--- config.mk ---
export PLATFORM = sky130hd
export DESIGN_NAME = var_update_sequencer_flat
export DESIGN_NICKNAME = d
export VERILOG_FILES = /design/src/rtl/var_seq_pkg.sv /design/src/rtl/var_update_sequencer_if.sv /design/src/rtl/var_seq_fifo.sv /design/src/rtl/var_update_sequencer.sv /design/src/flat_wrapper.sv
export SDC_FILE = /design/constraint.sdc
export NUM_CORES = 1
export LEC_CHECK = 0
export BUFFER_PORTS_ARGS = -buffer_cell sky130_fd_sc_hd__buf_2
export CORE_ASPECT_RATIO = 0.6
export CORE_UTILIZATION = 55
export DETAILED_ROUTE_END_ITERATION = 12
export PLACE_DENSITY = 0.76
export SLEW_MARGIN = 20
export SYNTH_ARGS = -nofsm -noshare
export SYNTH_HDL_FRONTEND = slang
export SYNTH_HIERARCHICAL = 1
export SYNTH_SLANG_ARGS = --single-unit
--- constraint.sdc ---
create_clock -name clk -period 13.05 [get_ports clk]
set_input_delay 0.6525 -clock clk [delete_from_list [all_inputs] [get_ports clk]]
set_output_delay 0.6525 -clock clk [all_outputs]
set_load 0.1 [all_outputs]
--- src/rtl/var_seq_pkg.sv ---
// rtl/var_seq_pkg.sv - shared types and defaults for the variable update sequencer
// Holds the FSM state enum, the queue entry struct {addr,data}, the ADDR_MAX and
// FIFO_DEPTH defaults, and the address-range helper.
// The VERIFY state exists only when VARSEQ_VERIFY_EN is defined.
package var_seq_pkg;

    localparam int ADDR_MAX_DEFAULT   = 43;
    localparam int FIFO_DEPTH_DEFAULT = 8;

`ifdef VARSEQ_VERIFY_EN
    typedef enum logic [1:0] {
        ST_IDLE   = 2'd0,
        ST_READ   = 2'd1,
        ST_DRAIN  = 2'd2,
        ST_VERIFY = 2'd3
    } seq_state_t;
`else
    typedef enum logic [1:0] {
        ST_IDLE  = 2'd0,
        ST_READ  = 2'd1,
        ST_DRAIN = 2'd2
    } seq_state_t;
`endif

    typedef struct packed {
        logic [31:0] addr;
        logic [31:0] data;
    } q_entry_t;

    // Valid variable addresses are 1..addr_max; 0 is reserved.
    function automatic logic addr_ok(input logic [31:0] addr, input int unsigned addr_max);
        return (addr != 32'd0) && (addr <= addr_max);
    endfunction

endpackage

--- src/rtl/var_update_sequencer_if.sv ---
// rtl/var_update_sequencer_if.sv - requester access port (host or auto-exposure)
// Signals: req/we/addr/wdata from the requester, ack (one-cycle grant pulse) and
// rdata (valid with ack) back to it.
// master = requester side, slave = sequencer side.
interface var_update_sequencer_if;
    logic        req;
    logic        we;
    logic [31:0] addr;
    logic [31:0] wdata;
    logic        ack;
    logic [31:0] rdata;

    modport master (output req, we, addr, wdata, input ack, rdata);
    modport slave  (input req, we, addr, wdata, output ack, rdata);
endinterface

--- src/rtl/var_seq_fifo.sv ---
// rtl/var_seq_fifo.sv - synchronous pending-write queue of {addr,data} entries
// Ports: clk, rst_n (async active-low), push/din, pop/dout (dout is the head entry),
// full, empty, count (occupancy 0..DEPTH). DEPTH must be a power of 2 so the
// pointers wrap naturally.
module var_seq_fifo
    import var_seq_pkg::*;
#(
    parameter int DEPTH = FIFO_DEPTH_DEFAULT
) (
    input  logic                     clk,
    input  logic                     rst_n,
    input  logic                     push,
    input  q_entry_t                 din,
    input  logic                     pop,
    output q_entry_t                 dout,
    output logic                     full,
    output logic                     empty,
    output logic [$clog2(DEPTH):0]   count
);

    localparam int AW = $clog2(DEPTH);
    localparam int CW = AW + 1;

    q_entry_t        mem [DEPTH];
    logic [AW-1:0]   wr_ptr;
    logic [AW-1:0]   rd_ptr;
    logic            do_push;
    logic            do_pop;

    assign full    = (count == CW'(DEPTH));
    assign empty   = (count == '0);
    assign do_push = push && !full;
    assign do_pop  = pop && !empty;
    assign dout    = mem[rd_ptr];

    always_ff @(posedge clk) begin
        if (do_push) begin
            mem[wr_ptr] <= din;
        end
    end

    always_ff @(posedge clk or negedge rst_n) begin
        if (!rst_n) begin
            wr_ptr <= '0;
            rd_ptr <= '0;
            count  <= '0;
        end else begin
            if (do_push) wr_ptr <= wr_ptr + 1'b1;
            if (do_pop)  rd_ptr <= rd_ptr + 1'b1;
            count <= count + CW'(do_push) - CW'(do_pop);
        end
    end

endmodule

--- src/rtl/var_update_sequencer.sv ---
// rtl/var_update_sequencer.sv - arbitrates host/AE variable accesses, queues writes, drains them in blanking
// Ports: clk, rst_n (async active-low); host, ae (requester ports, slave modport);
// frame_idle (blanking window); bank_wr_en/bank_addr/bank_wdata, bank_rdata (variable bank);
// pending (queue occupancy), addr_err (sticky bad address), verify_err (sticky readback mismatch).
// Macro VARSEQ_VERIFY_EN adds a readback VERIFY cycle after every drained write.
module var_update_sequencer
    import var_seq_pkg::*;
#(
    parameter int FIFO_DEPTH = FIFO_DEPTH_DEFAULT,
    parameter int ADDR_MAX   = ADDR_MAX_DEFAULT
) (
    input  logic                          clk,
    input  logic                          rst_n,
    var_update_sequencer_if.slave         host,
    var_update_sequencer_if.slave         ae,
    input  logic                          frame_idle,
    output logic                          bank_wr_en,
    output logic [31:0]                   bank_addr,
    output logic [31:0]                   bank_wdata,
    input  logic [31:0]                   bank_rdata,
    output logic [5:0]                    pending,
    output logic                          addr_err,
    output logic                          verify_err
);

    localparam int CW = $clog2(FIFO_DEPTH) + 1;

    seq_state_t     state_q, state_d;
    q_entry_t       head;
    logic           fifo_full, fifo_empty, push;
    logic [CW-1:0]  fifo_count;

    logic           rr_ae_q;      // 1: ae has priority at the next contention
    logic           rd_ae_q;      // requester owning the read in flight
    logic           host_ack_q, ae_ack_q;
    logic [31:0]    host_rdata_q, ae_rdata_q;
    logic [31:0]    bank_addr_q, bank_wdata_q;
    logic           addr_err_q;

    logic           host_valid, ae_valid, host_ok, ae_ok;
    logic           gnt_host, gnt_ae, g_gnt, g_we, g_valid, wr_active;
    logic [31:0]    g_addr, g_wdata;

    assign host_valid = addr_ok(host.addr, ADDR_MAX);
    assign ae_valid   = addr_ok(ae.addr, ADDR_MAX);

    // A requester is not re-granted while its ack is on the wire, and a valid write
    // waits for queue space. Invalid writes never occupy the queue so they may proceed.
    assign host_ok = host.req && !host_ack_q && (!host.we || !fifo_full || !host_valid);
    assign ae_ok   = ae.req && !ae_ack_q && (!ae.we || !fifo_full || !ae_valid);

    always_ff @(posedge clk or negedge rst_n) begin
        if (!rst_n) state_q <= ST_IDLE;
        else        state_q <= state_d;
    end

    always_comb begin
        state_d   = state_q;
        gnt_host  = 1'b0;
        gnt_ae    = 1'b0;
        wr_active = 1'b0;
        case (state_q)
            ST_IDLE: begin
                // Draining takes priority over any new grant.
                if (frame_idle && !fifo_empty) begin
                    state_d = ST_DRAIN;
                end else if (host_ok && (!rr_ae_q || !ae_ok)) begin
                    gnt_host = 1'b1;
                    if (!host.we && host_valid) state_d = ST_READ;
                end else if (ae_ok) begin
                    gnt_ae = 1'b1;
                    if (!ae.we && ae_valid) state_d = ST_READ;
                end
            end
            ST_READ: state_d = ST_IDLE;
            ST_DRAIN: begin
                if (frame_idle && !fifo_empty) begin
                    wr_active = 1'b1;
`ifdef VARSEQ_VERIFY_EN
                    state_d = ST_VERIFY;
`endif
                end else begin
                    state_d = ST_IDLE;
                end
            end
`ifdef VARSEQ_VERIFY_EN
            ST_VERIFY: state_d = ST_DRAIN;
`endif
            default: state_d = ST_IDLE;
        endcase
    end

    assign g_gnt   = gnt_host || gnt_ae;
    assign g_we    = gnt_ae ? ae.we    : host.we;
    assign g_valid = gnt_ae ? ae_valid : host_valid;
    assign g_addr  = gnt_ae ? ae.addr  : host.addr;
    assign g_wdata = gnt_ae ? ae.wdata : host.wdata;
    assign push    = g_gnt && g_we && g_valid;

    var_seq_fifo #(.DEPTH(FIFO_DEPTH)) u_fifo (
        .clk   (clk),
        .rst_n (rst_n),
        .push  (push),
        .din   ('{addr: g_addr, data: g_wdata}),
        .pop   (wr_active),
        .dout  (head),
        .full  (fifo_full),
        .empty (fifo_empty),
        .count (fifo_count)
    );

    // The head entry goes straight onto the bank in the cycle it is popped; outside
    // those cycles the bank address holds whatever was last driven.
    assign bank_wr_en = wr_active;
    assign bank_addr  = wr_active ? head.addr : bank_addr_q;
    assign bank_wdata = wr_active ? head.data : bank_wdata_q;
    assign pending    = 6'(fifo_count);
    assign addr_err   = addr_err_q;
    assign host.ack   = host_ack_q;
    assign host.rdata = host_rdata_q;
    assign ae.ack     = ae_ack_q;
    assign ae.rdata   = ae_rdata_q;

    always_ff @(posedge clk or negedge rst_n) begin
        if (!rst_n) begin
            rr_ae_q      <= 1'b0;
            rd_ae_q      <= 1'b0;
            host_ack_q   <= 1'b0;
            ae_ack_q     <= 1'b0;
            host_rdata_q <= '0;
            ae_rdata_q   <= '0;
            bank_addr_q  <= '0;
            bank_wdata_q <= '0;
            addr_err_q   <= 1'b0;
        end else begin
            host_ack_q <= 1'b0;
            ae_ack_q   <= 1'b0;
            if (g_gnt) begin
                rr_ae_q <= gnt_host;
                rd_ae_q <= gnt_ae;
                if (!g_valid) addr_err_q <= 1'b1;
                if (g_we || !g_valid) begin
                    // Writes and invalid reads complete without touching the bank.
                    host_ack_q <= gnt_host;
                    ae_ack_q   <= gnt_ae;
                    if (!g_we && gnt_host) host_rdata_q <= '0;
                    if (!g_we && gnt_ae)   ae_rdata_q   <= '0;
                end else begin
                    bank_addr_q <= g_addr;
                end
            end
            if (state_q == ST_READ) begin
                if (rd_ae_q) begin
                    ae_rdata_q <= bank_rdata;
                    ae_ack_q   <= 1'b1;
                end else begin
                    host_rdata_q <= bank_rdata;
                    host_ack_q   <= 1'b1;
                end
            end
            if (wr_active) begin
                bank_addr_q  <= head.addr;
                bank_wdata_q <= head.data;
            end
        end
    end

`ifdef VARSEQ_VERIFY_EN
    logic verify_err_q;
    always_ff @(posedge clk or negedge rst_n) begin
        if (!rst_n) begin
            verify_err_q <= 1'b0;
        end else if (state_q == ST_VERIFY && bank_rdata != bank_wdata_q) begin
            verify_err_q <= 1'b1;
        end
    end
    assign verify_err = verify_err_q;
`else
    assign verify_err = 1'b0;
`endif

endmodule

--- src/flat_wrapper.sv ---
// flat-port wrapper written by rule: the top's interface ports become plain ports
module var_update_sequencer_flat import var_seq_pkg::*;
#(
    parameter int FIFO_DEPTH = FIFO_DEPTH_DEFAULT,
    parameter int ADDR_MAX   = ADDR_MAX_DEFAULT
)
  (clk, rst_n, frame_idle, bank_wr_en, bank_addr, bank_wdata, bank_rdata, pending, addr_err, verify_err, host_req, host_we, host_addr, host_wdata, host_ack, host_rdata, ae_req, ae_we, ae_addr, ae_wdata, ae_ack, ae_rdata);
  var_update_sequencer_if host_i ();
  var_update_sequencer_if ae_i ();
  input  logic clk;
  input  logic rst_n;
  input  logic frame_idle;
  output logic bank_wr_en;
  output logic [31:0] bank_addr;
  output logic [31:0] bank_wdata;
  input  logic [31:0] bank_rdata;
  output logic [5:0] pending;
  output logic addr_err;
  output logic verify_err;
  input wire logic [$bits(host_i.req)-1:0] host_req;
  input wire logic [$bits(host_i.we)-1:0] host_we;
  input wire logic [$bits(host_i.addr)-1:0] host_addr;
  input wire logic [$bits(host_i.wdata)-1:0] host_wdata;
  output wire logic [$bits(host_i.ack)-1:0] host_ack;
  output wire logic [$bits(host_i.rdata)-1:0] host_rdata;
  input wire logic [$bits(ae_i.req)-1:0] ae_req;
  input wire logic [$bits(ae_i.we)-1:0] ae_we;
  input wire logic [$bits(ae_i.addr)-1:0] ae_addr;
  input wire logic [$bits(ae_i.wdata)-1:0] ae_wdata;
  output wire logic [$bits(ae_i.ack)-1:0] ae_ack;
  output wire logic [$bits(ae_i.rdata)-1:0] ae_rdata;
  assign host_i.req = host_req;
  assign host_i.we = host_we;
  assign host_i.addr = host_addr;
  assign host_i.wdata = host_wdata;
  assign host_ack = host_i.ack;
  assign host_rdata = host_i.rdata;
  assign ae_i.req = ae_req;
  assign ae_i.we = ae_we;
  assign ae_i.addr = ae_addr;
  assign ae_i.wdata = ae_wdata;
  assign ae_ack = ae_i.ack;
  assign ae_rdata = ae_i.rdata;
  var_update_sequencer #(.FIFO_DEPTH(FIFO_DEPTH), .ADDR_MAX(ADDR_MAX)) u_core (.clk(clk), .rst_n(rst_n), .host(host_i), .ae(ae_i), .frame_idle(frame_idle), .bank_wr_en(bank_wr_en), .bank_addr(bank_addr), .bank_wdata(bank_wdata), .bank_rdata(bank_rdata), .pending(pending), .addr_err(addr_err), .verify_err(verify_err));
endmodule
==> impl_metrics.yaml <==
route:
  first_pass_iters: 5
  drt_iter0_drc: 1330
  vias: 14600
  ant_nets: 0
  wire_per_inst_microns: 23.8
  vias_per_cell: 5.92
  wl_microns: 58600
  drc: 0
sta:
  setup_violations: 0
  drv_slew: 0
  finalHoldViolations: 0
  max-slew-margin-rel: 0.230
  rsz0062_at_grt: "no"
  finalClockSkew_ps: 26.0
  period_share: 0.400
  hold_ws_ps: 156
  clock.fmax_mhz: 192
  worst_slack_ps: 7830
  period_needed_ps: 5220
  setup_tns_ps: 0
  worst_pin_slew_ps: 1160
grt:
  antenna_found_initial: 0
  grt_max_degree: 97
  grt_pass1_wl_microns: 88100
  grt_util_met2: 0.396
  gr-usage-met1: 0.344
  busiest_layer: "met2"
  grt_remaining_overflow: 0
  grt_util_met3: 0.0355
  grt_use_total: 0.240
  grt_pass1_vias: 14600
yosys:
  synth_area_sq_um: 26400
  yosysMostFrequentCell: "edfxtp_1"
  synth_common_cells: "edfxtp_1 (512), nand2_1 (258), dfrtp_1 (145), mux4_2 (128), mux2_2 (127)"
  syn_area_per_cell_sq_um: 17.9
  synth_top_area_frac: 0.582
  synthFlopType: "edfxtp_1"
  synth-seq-cells: 657
  synthCells: 1477
  synthDistinctLibCells: 48
  yosysWarnings: 6
  ys_seq_area_frac: 0.720
  yosysTopAreaCell: "edfxtp_1"
  synth-edff-count: 512
  yosys-top-cells-area: "edfxtp_1 (58%), dfrtp_1 (14%), mux4_2 (11%), mux2_2 (5.4%), nand2_1 (3.7%)"
  async_flop_share: 0.221
critical_path:
  crit_arrival_ps: 5430
  crit_fanout: 41
  crit_type: "flop to flop"
  critPathCaptureType: "flop"
  ff2ff_setup_slack_ps: 7830
  worst-r2r-cell-count: 13
  critPathCapture: "u_core/u_fifo/mem[7][24]$_DFFE_PP_"
  r2r_end: "u_core/u_fifo/mem[7][24]$_DFFE_PP_"
  start_kind: "flop"
  startpoint: "u_core/u_fifo/count[2]$_DFF_PN0_"
  cp.required_ps: 13260
  crit-reg2reg-launch: "u_core/u_fifo/count[2]$_DFF_PN0_"
die:
  fp.dieH_microns: 172
  initial_utilization: 0.563
  die_w_microns: 285
  rows: 61
  ios: 306
  die-area_sq_um: 48900
  core_area_sq_um: 46900
clock_network:
  clockBufferDepth: 3
  clock_latency_ps: 600
  post-cts-setup-buffers: 0
  post_cts_resized: 0
  clk_transition_reported_paths_ps: 60
  numCtsBuffers: 57
  clockRootBuffer: "clkbuf_16"
  cts_tree: "done"
  cts_hold_buf: 0
  htree_levels: 2
  cts_num_sinks: 657
placed_design:
  routabilityCongestion: 0.847
  hpwl_microns: 34200
  dp.cells: 2353
  dp_slack_ps: 7300
  portBuffers: 302
  place_area_sq_um: 28500
final_layout:
  drive_gt1_frac: 0.382
  fin_util: 0.651
  finalNonFillerCells: 2462
  nets: 1959
  area_growth_pct: 15.4
  final_area_sq_um: 30500
  num_antenna_cells: 0
job:
  drv_cap: 0
hold_path:
  hp-class: "primary input to asynchronous set/reset pin"
power_and_ir_drop:
  power.density_nw_per_um2: 223
  p_leak_nw: 11.5
  finalPower_mw: 6.81
  ir_worst_vdd_mv: 0.225
run_status:
  outcome: "finished, final reports clean"
==> state kept, by name, indices dropped and copies added (netlist names) <==
| register | count |
|---|---|
| u_core/u_fifo/mem | 512 |
| u_core/addr_err | 1 |
| u_core/u_fifo/wr_ptr | 3 |
| u_core/ae.rdata | 32 |
| u_core/rd_ae_q | 1 |
| u_core/host.ack | 1 |
| u_core/rr_ae_q | 1 |
| u_core/ae.ack | 1 |
| u_core/host.rdata | 32 |
| u_core/u_fifo/rd_ptr | 3 |
| u_core/state_q | 2 |
| u_core/bank_addr_q | 32 |
| u_core/u_fifo/count | 4 |
| u_core/bank_wdata_q | 32 |
==> cell families after synthesis <==
logic type                 synth area share
xor gates and xnor gates            0.00199
DFF                                   0.720
and+or+nand+nor                      0.0516
AOI/OAI and AO/OA                    0.0320
buffers and inverters                0.0200
other                              0.000142
adders and majority gates           0.00455
muxes                                 0.170
==> cell type report <==
type	instances	area [sq um]
Fill cell	3138	16400
Sequential cell	657	19000
Inverter	19	72.6
Tap cell	630	788
Timing Repair Buffer	327	1740
Clock inverter	23	245
Clock buffer	85	1680
Multi-Input combinational cell	721	6940
==> report_power, final <==
| part | leakage, nW | switching, mW | internal [mW] | total [mW] |
|---|---|---|---|---|
| logic | 4.09 | 1.78 | 0.756 | 2.54 |
| clock network | 0.938 | 0.738 | 0.973 | 1.71 |
| registers | 6.48 | 0.137 | 2.43 | 2.56 |
| total | 11.5 | 2.66 | 4.15 | 6.81 |
==> how the worst min path moves through the flow <==
| stage | from | to | slack [ps] | depth (start not counted) |
|---|---|---|---|---|
| floorplan | rst_n | u_core/addr_err$_DFFE_PN0P_ | 360 | 0 |
| global placement | u_core/bank_wdata_q[8]$_DFF_PN0_ | u_core/bank_wdata_q[8]$_DFF_PN0_ | 450 | 2 |
| detailed placement | u_core/addr_err$_DFFE_PN0P_ | u_core/addr_err$_DFFE_PN0P_ | 460 | 2 |
| CTS | rst_n | u_core/host.rdata[13]$_DFF_PN0_ | 180 | 1 |
| global route | rst_n | u_core/ae.rdata[13]$_DFF_PN0_ | 240 | 1 |
| finish | rst_n | u_core/ae.rdata[13]$_DFF_PN0_ | 160 | 1 |
==> metal layers <==
layer / wire length (microns) / vias to the layer above
met5: 0 / -
met2: 29200 / 552
met4: 959 / 0
met1: 24800 / 7614
met3: 3580 / 75
li1: - / 6329
==> worst max-delay path: stages, from the launching register on <==
cell and delay (ps):
dfrtp_1 370, inv_1 110, ha_1 160, nor3b_1 310
nor2b_1 110, or3_1 390, nor3b_1 340, o211a_4 530
buf_16 300, nand2_1 80, o21ai_0 150, nand3_1 370
nor2_4 850, buf_4 690
==> cells in the final DEF (no fill, tap or decap), drive strengths merged, types with 8 or more instances in the layout <==
cell and instances:
nor2 10, mux4 128, edfxtp 512, nand2 258, inv 20, clkbuf 85
ha 8, a21oi 37, mux2 130, a22o 58, clkinv 15, dfrtp 145
mux2i 13, o21ai 10, nor4 14, buf 327
Power figures use the tool's default switching activity.
